`src/rtl/dsp48a1_slice.sv`:
```
// dsp48a1_slice
// Spartan-6 DSP48A1-style arithmetic slice: 18-bit pre-adder feeding an 18x18
// unsigned multiplier, then a 48-bit post-adder/accumulator with carry in/out.
// Every stage has an optional pipeline register; a bypassed stage is purely
// combinational.
//
// Configuration macro: DSP_CASCADE_EN
//   defined     -> BCOUT/PCOUT carry the B1 and P values, and B_INPUT="CASCADE"
//                  selects BCIN as the B source.
//   not defined -> BCOUT=0, PCOUT=0, BCIN ignored (B always taken from B).
//
// Ports
//   CLK                       rising-edge clock for every register
//   RSTA..RSTOPMODE           synchronous active-low per-stage resets (win over CE)
//   CEA..CEOPMODE             active-high per-stage clock enables
//   A, B, BCIN, D   [17:0]    multiplier / pre-adder operands
//   C, PCIN         [47:0]    post-adder operand / cascaded P input
//   CARRYIN                   external carry-in
//   OPMODE          [7:0]     operation select
//   BCOUT           [17:0]    B1 stage value
//   M               [35:0]    multiplier stage value
//   P, PCOUT        [47:0]    result and its cascade copy
//   CARRYOUT, CARRYOUTF       post-adder carry (bit 48) and its copy
module dsp48a1_slice #(
    parameter int    A0REG       = 0,
    parameter int    A1REG       = 1,
    parameter int    B0REG       = 0,
    parameter int    B1REG       = 1,
    parameter int    CREG        = 1,
    parameter int    DREG        = 1,
    parameter int    MREG        = 1,
    parameter int    PREG        = 1,
    parameter int    CARRYINREG  = 1,
    parameter int    CARRYOUTREG = 1,
    parameter int    OPMODEREG   = 1,
    parameter string CARRYINSEL  = "OPMODE5",
    parameter string B_INPUT     = "DIRECT",
    parameter string RSTTYPE     = "SYNC"
) (
    input  logic        CLK,
    input  logic        RSTA,
    input  logic        RSTB,
    input  logic        RSTM,
    input  logic        RSTP,
    input  logic        RSTC,
    input  logic        RSTD,
    input  logic        RSTCARRYIN,
    input  logic        RSTOPMODE,
    input  logic        CEA,
    input  logic        CEB,
    input  logic        CEM,
    input  logic        CEP,
    input  logic        CEC,
    input  logic        CED,
    input  logic        CECARRYIN,
    input  logic        CEOPMODE,
    input  logic [17:0] A,
    input  logic [17:0] B,
    input  logic [17:0] BCIN,
    input  logic [17:0] D,
    input  logic [47:0] C,
    input  logic [47:0] PCIN,
    input  logic        CARRYIN,
    input  logic [7:0]  OPMODE,
    output logic [17:0] BCOUT,
    output logic [35:0] M,
    output logic [47:0] P,
    output logic [47:0] PCOUT,
    output logic        CARRYOUT,
    output logic        CARRYOUTF
);

`ifdef DSP_CASCADE_EN
    localparam bit CASCADE_ON = 1'b1;
`else
    localparam bit CASCADE_ON = 1'b0;
`endif

    localparam bit USE_BCIN      = CASCADE_ON && (B_INPUT == "CASCADE");
    localparam bit CIN_FROM_PORT = (CARRYINSEL == "CARRYIN");

    logic [7:0]  opmode_q, opmode_d, opmode;
    logic [17:0] a0_q, a0_d, a0;
    logic [17:0] a1_q, a1_d, a1;
    logic [17:0] b0_q, b0_d, b0;
    logic [17:0] b1_q, b1_d, b1;
    logic [17:0] d_q, d_d, d;
    logic [47:0] c_q, c_d, c;
    logic [35:0] m_q, m_d, m;
    logic        cin_q, cin_d, cin;
    logic [47:0] p_q, p_d;
    logic        carry_q, carry_d;

    logic [17:0] b_src;
    logic [17:0] pre_sum;
    logic [35:0] mult;
    logic [47:0] x_mux, z_mux;
    logic [48:0] addend, post_sum;

    // Each stage output is either its register or the stage input passed straight through.
    assign opmode = (OPMODEREG  != 0) ? opmode_q : OPMODE;
    assign a0     = (A0REG      != 0) ? a0_q     : A;
    assign a1     = (A1REG      != 0) ? a1_q     : a0;
    assign b_src  = USE_BCIN ? BCIN : B;
    assign b0     = (B0REG      != 0) ? b0_q     : b_src;
    assign b1     = (B1REG      != 0) ? b1_q     : pre_sum;
    assign d      = (DREG       != 0) ? d_q      : D;
    assign c      = (CREG       != 0) ? c_q      : C;
    assign m      = (MREG       != 0) ? m_q      : mult;
    assign cin    = (CARRYINREG != 0) ? cin_q    : (CIN_FROM_PORT ? CARRYIN : opmode[5]);

    // Arithmetic datapath: pre-adder, multiplier, X/Z muxes and the 49-bit post-adder.
    // In subtract mode the carry-in joins X before being subtracted from Z.
    always_comb begin
        pre_sum = b0;
        if (opmode[4]) begin
            pre_sum = opmode[6] ? (d - b0) : (d + b0);
        end

        mult = {18'd0, a1} * {18'd0, b1};

        case (opmode[1:0])
            2'd0:    x_mux = '0;
            2'd1:    x_mux = {12'd0, m};
            2'd2:    x_mux = p_q;
            default: x_mux = {d[11:0], a1, b1};
        endcase

        case (opmode[3:2])
            2'd0:    z_mux = '0;
            2'd1:    z_mux = PCIN;
            2'd2:    z_mux = p_q;
            default: z_mux = C_sel(c);
        endcase

        addend   = {1'b0, x_mux} + {48'd0, cin};
        post_sum = opmode[7] ? ({1'b0, z_mux} - addend) : ({1'b0, z_mux} + addend);
    end

    function automatic logic [47:0] C_sel(input logic [47:0] v);
        return v;
    endfunction

    // Next-state for every register: hold unless its clock enable is high.
    always_comb begin
        opmode_d = opmode_q;
        a0_d     = a0_q;
        a1_d     = a1_q;
        b0_d     = b0_q;
        b1_d     = b1_q;
        d_d      = d_q;
        c_d      = c_q;
        m_d      = m_q;
        cin_d    = cin_q;
        p_d      = p_q;
        carry_d  = carry_q;
        if (CEOPMODE) opmode_d = OPMODE;
        if (CEA) begin
            a0_d = A;
            a1_d = a0;
        end
        if (CEB) begin
            b0_d = b_src;
            b1_d = pre_sum;
        end
        if (CED) d_d = D;
        if (CEC) c_d = C;
        if (CEM) m_d = mult;
        if (CECARRYIN) cin_d = CIN_FROM_PORT ? CARRYIN : opmode[5];
        if (CEP) begin
            p_d     = post_sum[47:0];
            carry_d = post_sum[48];
        end
    end

    // Per-stage synchronous resets; a reset only clears its own stage.
    always_ff @(posedge CLK) begin
        if (!RSTOPMODE) opmode_q <= '0;
        else            opmode_q <= opmode_d;

        if (!RSTA) begin
            a0_q <= '0;
            a1_q <= '0;
        end else begin
            a0_q <= a0_d;
            a1_q <= a1_d;
        end

        if (!RSTB) begin
            b0_q <= '0;
            b1_q <= '0;
        end else begin
            b0_q <= b0_d;
            b1_q <= b1_d;
        end

        if (!RSTD) d_q <= '0;
        else       d_q <= d_d;

        if (!RSTC) c_q <= '0;
        else       c_q <= c_d;

        if (!RSTM) m_q <= '0;
        else       m_q <= m_d;

        if (!RSTCARRYIN) cin_q <= 1'b0;
        else             cin_q <= cin_d;

        if (!RSTP) begin
            p_q     <= '0;
            carry_q <= 1'b0;
        end else begin
            p_q     <= p_d;
            carry_q <= carry_d;
        end
    end

    assign M         = m;
    assign P         = (PREG != 0) ? p_q : post_sum[47:0];
    assign CARRYOUT  = (CARRYOUTREG != 0) ? carry_q : post_sum[48];
    assign CARRYOUTF = CARRYOUT;
    assign BCOUT     = CASCADE_ON ? b1 : 18'd0;
    assign PCOUT     = CASCADE_ON ? P  : 48'd0;

endmodule

```
`config.mk`:
```
export PLATFORM = sky130hd
export DESIGN_NAME = dsp48a1_slice
export DESIGN_NICKNAME = d
export VERILOG_FILES = /design/src/rtl/dsp48a1_slice.sv
export SDC_FILE = /design/constraint.sdc
export NUM_CORES = 2
export LEC_CHECK = 0
export CORE_MARGIN = 8
export CORE_UTILIZATION = 59
export CTS_BUF_LIST = sky130_fd_sc_hd__clkbuf_8
export DETAILED_ROUTE_END_ITERATION = 12
export PLACE_DENSITY = 0.87
export RECOVER_POWER = 100
export SYNTH_ARGS = -nofsm -noshare
export SYNTH_HDL_FRONTEND = slang
export SYNTH_SLANG_ARGS = --single-unit
```
`constraint.sdc`:
```
create_clock -name CLK -period 8.5 [get_ports CLK]
set_input_delay 2.55 -clock CLK [delete_from_list [all_inputs] [get_ports CLK]]
set_output_delay 2.55 -clock CLK [all_outputs]
set_load 0.01 [all_outputs]
```
== Yosys cells after proc, flatten, opt, wreduce, memory -nomap -nowiden ==
Index checks and enable logic that the tools add are counted.
W data, S select, Z words.

* Input bits: 194
* Output and inout bits: 152
* Flip-flop bits (word level): 196
* Logic and storage cells: 26

* Multiplexer cells: 5
* Multipliers: 1
* Add/subtract/negate cells: 5
* Reduce and logical (&&, ||, !) cells: 2
* Eq/ne operators: 4

{| class="wikitable"
|+ Operators with widths
! kind !! count
|-
| $pmux W48 S3 || 2
|-
| $add A48 B1 Y49 || 1
|-
| $add A48 B49 Y49 || 1
|-
| $mux W49 || 1
|-
| $sub A48 B49 Y49 || 1
|-
| $mul A18 B18 Y36 || 1
|-
| $mux W18 || 2
|-
| $add A18 B18 Y18 || 1
|-
| $sub A18 B18 Y18 || 1
|-
| $eq A2 B1 Y1 const B || 2
|-
| $eq A2 B2 Y1 const B || 2
|-
| $logic_not A2 Y1 || 2
|}

== Depth between registers and ports, before layout ==
* Word-level depth: 5
* Depth in mapped cells: 34

== Worst setup path before layout ==
No wires, ideal clock.

* Path type: flip-flop to flip-flop
* Start: register opmode_q[1], in the netlist opmode[1]
* End: register p_q[41], in the netlist P[41]
* Arrival: 6.515 ns
* Period minus slack after synthesis: 6.595 ns
* Stages on the path, launching flop included: 33
* Path slack: 1.905 ns
* Data required time: 8.421 ns
* Library setup time: 0.079 ns
* Buffers on the path: 5
* Cell sequence: dfxtp_1 -> buf_6 -> buf_4 -> buf_4 -> buf_4 -> clkbuf_1 -> mux2i_1 -> o21ai_0 -> ha_1 -> ha_1 -> o211ai_1 -> nor4_1 -> nand3_1 -> and3_1 -> nor4_2 -> and4_1 -> a21oi_1 -> a211oi_1 -> a31oi_1 -> xnor2_1 -> ha_1 -> a21o_1 -> a21o_1 -> a21oi_1 -> o21ai_0 -> a31oi_1 -> o22ai_1 -> o41a_1 -> a221oi_1 -> o21bai_1 -> o21ai_0 -> mux2_2 -> o211ai_1

* Cells in the longest elaborated chain, start to end: 5

{| class="wikitable"
|+ Ends and longest elaborated chain
! element !! line !! source
|-
| start, declared || 82 || <nowiki>logic [7:0] opmode_q, opmode_d, opmode;</nowiki>
|-
| start signal, assigned || 179 || <nowiki>else opmode_q <= opmode_d;</nowiki>
|-
| $eq A2 B2 Y1 (tied with other cells) || 122 || <nowiki>case (opmode[1:0])</nowiki>
|-
| $pmux W48 S3 (*) || 122 ||
|-
| $add A48 B1 Y49 (*) || 136 || <nowiki>addend = {1'b0, x_mux} + {48'd0, cin};</nowiki>
|-
| $add A48 B49 Y49 or $sub A48 B49 Y49 (tied branches) || 137 || <nowiki>post_sum = opmode[7] ? ({1'b0, z_mux} - addend) : ({1'b0, z_mux} + addend);</nowiki>
|-
| $mux W49 (*) || 137 ||
|-
| end signal, assigned || 213 || <nowiki>p_q <= p_d;</nowiki>
|-
| end, declared || 91 || <nowiki>logic [47:0] p_q, p_d;</nowiki>
|}

Every way passes the cells marked *; elsewhere a longest branch is shown, timed or not.
A chain may end at the register's enable or synchronous reset.

== Worst setup path after layout ==
Same ends and word-level chain as after synthesis.

==> reports/qor.yml <==
route:
  drc: 0
  totalWireLength_mm: 77.1
  viasPerCell: 5.88
  drtPass1Iterations: 5
  wl_per_cell_microns: 19.8
  vias: 22900
  drtIter0Drc: 2171
  ant_nets: 0
clock_network:
  htree_levels: 4
  clock_latency_ps: 610
  cts.clk_slew.worst_paths_ps: 120
  clkSinkCount: 196
  cts_root_buf: "clkbuf_8"
  cts_buffer_depth: 2
  post-cts-setup-buffers: 0
  hold_buffers: 0
  numCtsBuffers: 17
  tritoncts: "built"
  cts.repair.resized: 0
final_layout:
  fin_util_pct: 66.1
  fin_nets: 3917
  fin_cells: 3899
  area_growth_pct: 11.4
  final_layout_size_suffix_gt1_share_pct: 5.76
timing:
  max-slew-margin-rel_pct: -142
  fmax_ghz: 0.130
  setup-violations-final: 0
  period_share_pct: 90.4
  hold_violations: 0
  worst_pin_slew_ps: 3630
  fin_setup_tns_ps: 0
  min_period_ps: 7680
  clock_skew_ps: 31.6
  slew_viol_final: 89
  rsz0062_at_grt: "no"
placed_design:
  dp.cells: 3866
  dp_hpwl_mm: 61.1
  place_congestion: 0.956
  port_buffers: 260
worst_hold_path:
  min_path_type: "register to register"
  min-delay-start: "c[5]"
floorplan:
  die_area_sq_um: 52400
  die_w_microns: 229
  rows: 78
  start_util_pct: 59.4
  core-area_sq_um: 45100
  ios: 346
  die_y_microns: 229
synthesis:
  synthCells: 3148
  postSynthAreaPerCell_sq_um: 8.50
  yosysSeqAreaShare_pct: 14.7
  synth_area_sq_um: 26800
  synth_top_area_share_pct: 19.3
  ys_seq_elements: 196
  synthArstFlopShare_pct: 0
  synthTopCellsByArea: "fa_1 19%, dfxtp_1 15%, ha_1 8.4%"
  synth_edf_count: 0
  ys_warn_count: 0
  synth_top_area_cell: "fa_1"
  ys.flop_type: "dfxtp_1"
  ys_types: 85
power_and_ir_drop:
  peakVddDrop_mv: 0.132
  powerDensity_nw_per_um2: 150
  p_leak_uw: 0.0139
setup_path:
  cp_data_arrival_time_ps: 8210
  crit_start: "opmode[1]"
  cp-end-kind: "register"
  reg2reg_from: "opmode[1]"
  crit_family: "compound AO/OA/AOI/OAI gates"
  critPathMaxStageDelay_ps: 610
  path_class: "register to register"
  r2r_slack_ps: 820
  cp.required_ps: 9030
  worstPathMaxFanout: 19
  path_buf_inv: 0
  startpoint_type: "register"
  crit_slowest_cell: "dfxtp_2"
flow_run:
  cap_viol_max_count: 2
outcome:
  status: "complete, but fails checks"
  violations: "capacitance limit, slew limit"
grt:
  grt_overflow_total: 0
  antenna_found_initial: 4
  track_usage_pct: 29.0
  grt_pass1_wl_mm: 123
  grt_pass1_vias: 23100
  grt_max_degree: 55
-- per-stage QoR --
stage                     setup WS (ps)  power, uW  instance area, sq um  hold slack [ps]
after floorplan                    1910       2980                 27000              477
after global placement             1360       3710                 29400              488
after detailed placement           1190       3770                 29400              501
after CTS                          1130       4490                 29800              531
after global routing                268       4780                 29800              552
final                               818       4470                 29800              529
-- tightest hold or removal path, stage by stage, from the launching register on --
cell and delay (ps):
dfxtp_1 350, mux2i_1 60, nor2b_1 90
-- cells in the mapped netlist, drive strengths merged (8+ instances only) --
| cell type | number |
|---|---|
| nor4 | 21 |
| o31ai | 10 |
| buf | 106 |
| xor2 | 63 |
| or3 | 10 |
| a21o | 65 |
| inv | 355 |
| nand3 | 56 |
| a22oi | 22 |
| a31oi | 22 |
| fa | 258 |
| mux2i | 179 |
| nand2 | 325 |
| o211ai | 10 |
| o21bai | 12 |
| xnor2 | 125 |
| clkbuf | 138 |
| o2bb2ai | 11 |
| nand2b | 14 |
| mux2 | 86 |
| o21a | 18 |
| nand3b | 9 |
| dfxtp | 196 |
| and4 | 8 |
| a21boi | 13 |
| nor2b | 161 |
| o21ai | 81 |
| and2 | 111 |
| a21oi | 108 |
| nor2 | 115 |
| and3 | 26 |
| a22o | 65 |
| nand4 | 30 |
| a211oi | 18 |
| nor3 | 42 |
| ha | 180 |
-- cell usage in the layout, fill, tap and decap left out, types with 8 or more instances in the layout --
cell type,synthesis,layout
mux2i_1,179,179
and4_1,8,8
buf_4,72,35
clkdlybuf4s50_1,0,162
dfxtp_1,196,192
dlygate4sd3_1,0,95
o31ai_1,10,10
mux2_2,86,86
ha_1,180,180
o21ai_0,78,78
a21oi_1,107,107
a21o_1,65,65
xnor2_1,125,125
and2_1,111,108
nand3b_1,9,9
and3_1,26,26
o21bai_1,12,12
or3_1,10,10
nor2b_1,160,159
nand2b_1,14,14
o2bb2ai_1,9,9
conb_1,1,66
o21a_1,18,18
a211oi_1,17,17
nor4_1,17,18
clkbuf_8,0,18
xor2_1,63,63
a21boi_0,13,13
inv_1,354,355
a22oi_1,22,22
a22o_1,63,63
nor2_1,115,115
fa_1,258,258
nand4_1,29,29
a31oi_1,22,22
nand3_1,56,56
nor3_1,41,41
o211ai_1,10,10
nand2_1,324,324
-- where the power goes --
part	internal (uW)	switching [uW]
Combinational	1110	1340
Sequential	1040	265
Clock	285	430
Total	2440	2030
-- cell type report --
type / count / area [sq um]
timing repair buffer: 297 / 2860
clock buffer: 18 / 248
tap: 600 / 751
antenna: 1 / 2.50
fill: 3672 / 15300
sequential: 196 / 3930
multi-input combinational: 2418 / 20500
clock inverter: 14 / 190
inverter: 355 / 1330
-- layer usage --
layer | GRT usage, % | share of wire, %
met5 | 0 | 0.060
met2 | 48.3 | 47
met1 | 35.1 | 39
met3 | 6.04 | 7.9
met4 | 14.7 | 5.1
-- kinds of logic after synthesis --
| family | Yosys count | synth area share, % |
|---|---|---|
| simple gates | 956 | 18.4 |
| buf+inv | 599 | 9.63 |
| compound gates | 505 | 13.1 |
| fa+ha+maj | 438 | 27.7 |
| mux | 265 | 10.3 |
| flops | 196 | 14.7 |
| xor+xnor | 188 | 6.15 |
| other cells | 1 | 0.0140 |
-- sequential cells by signal, summed over array words and instances, names as in the netlist --
signal    cells
CARRYOUT      1
M            36
P            48
a1           18
b1           18
c            48
cin           1
d            18
opmode        8
-- path summary, 6_finish.rpt --
kind / endpoint / cells after the start
setup / recovery: P[41] / 28
hold / removal: c[5] / 2
setup reg to reg: P[41] / 28
hold reg to reg: c[5] / 2
No activity file was read; power rests on OpenSTA's default activity.
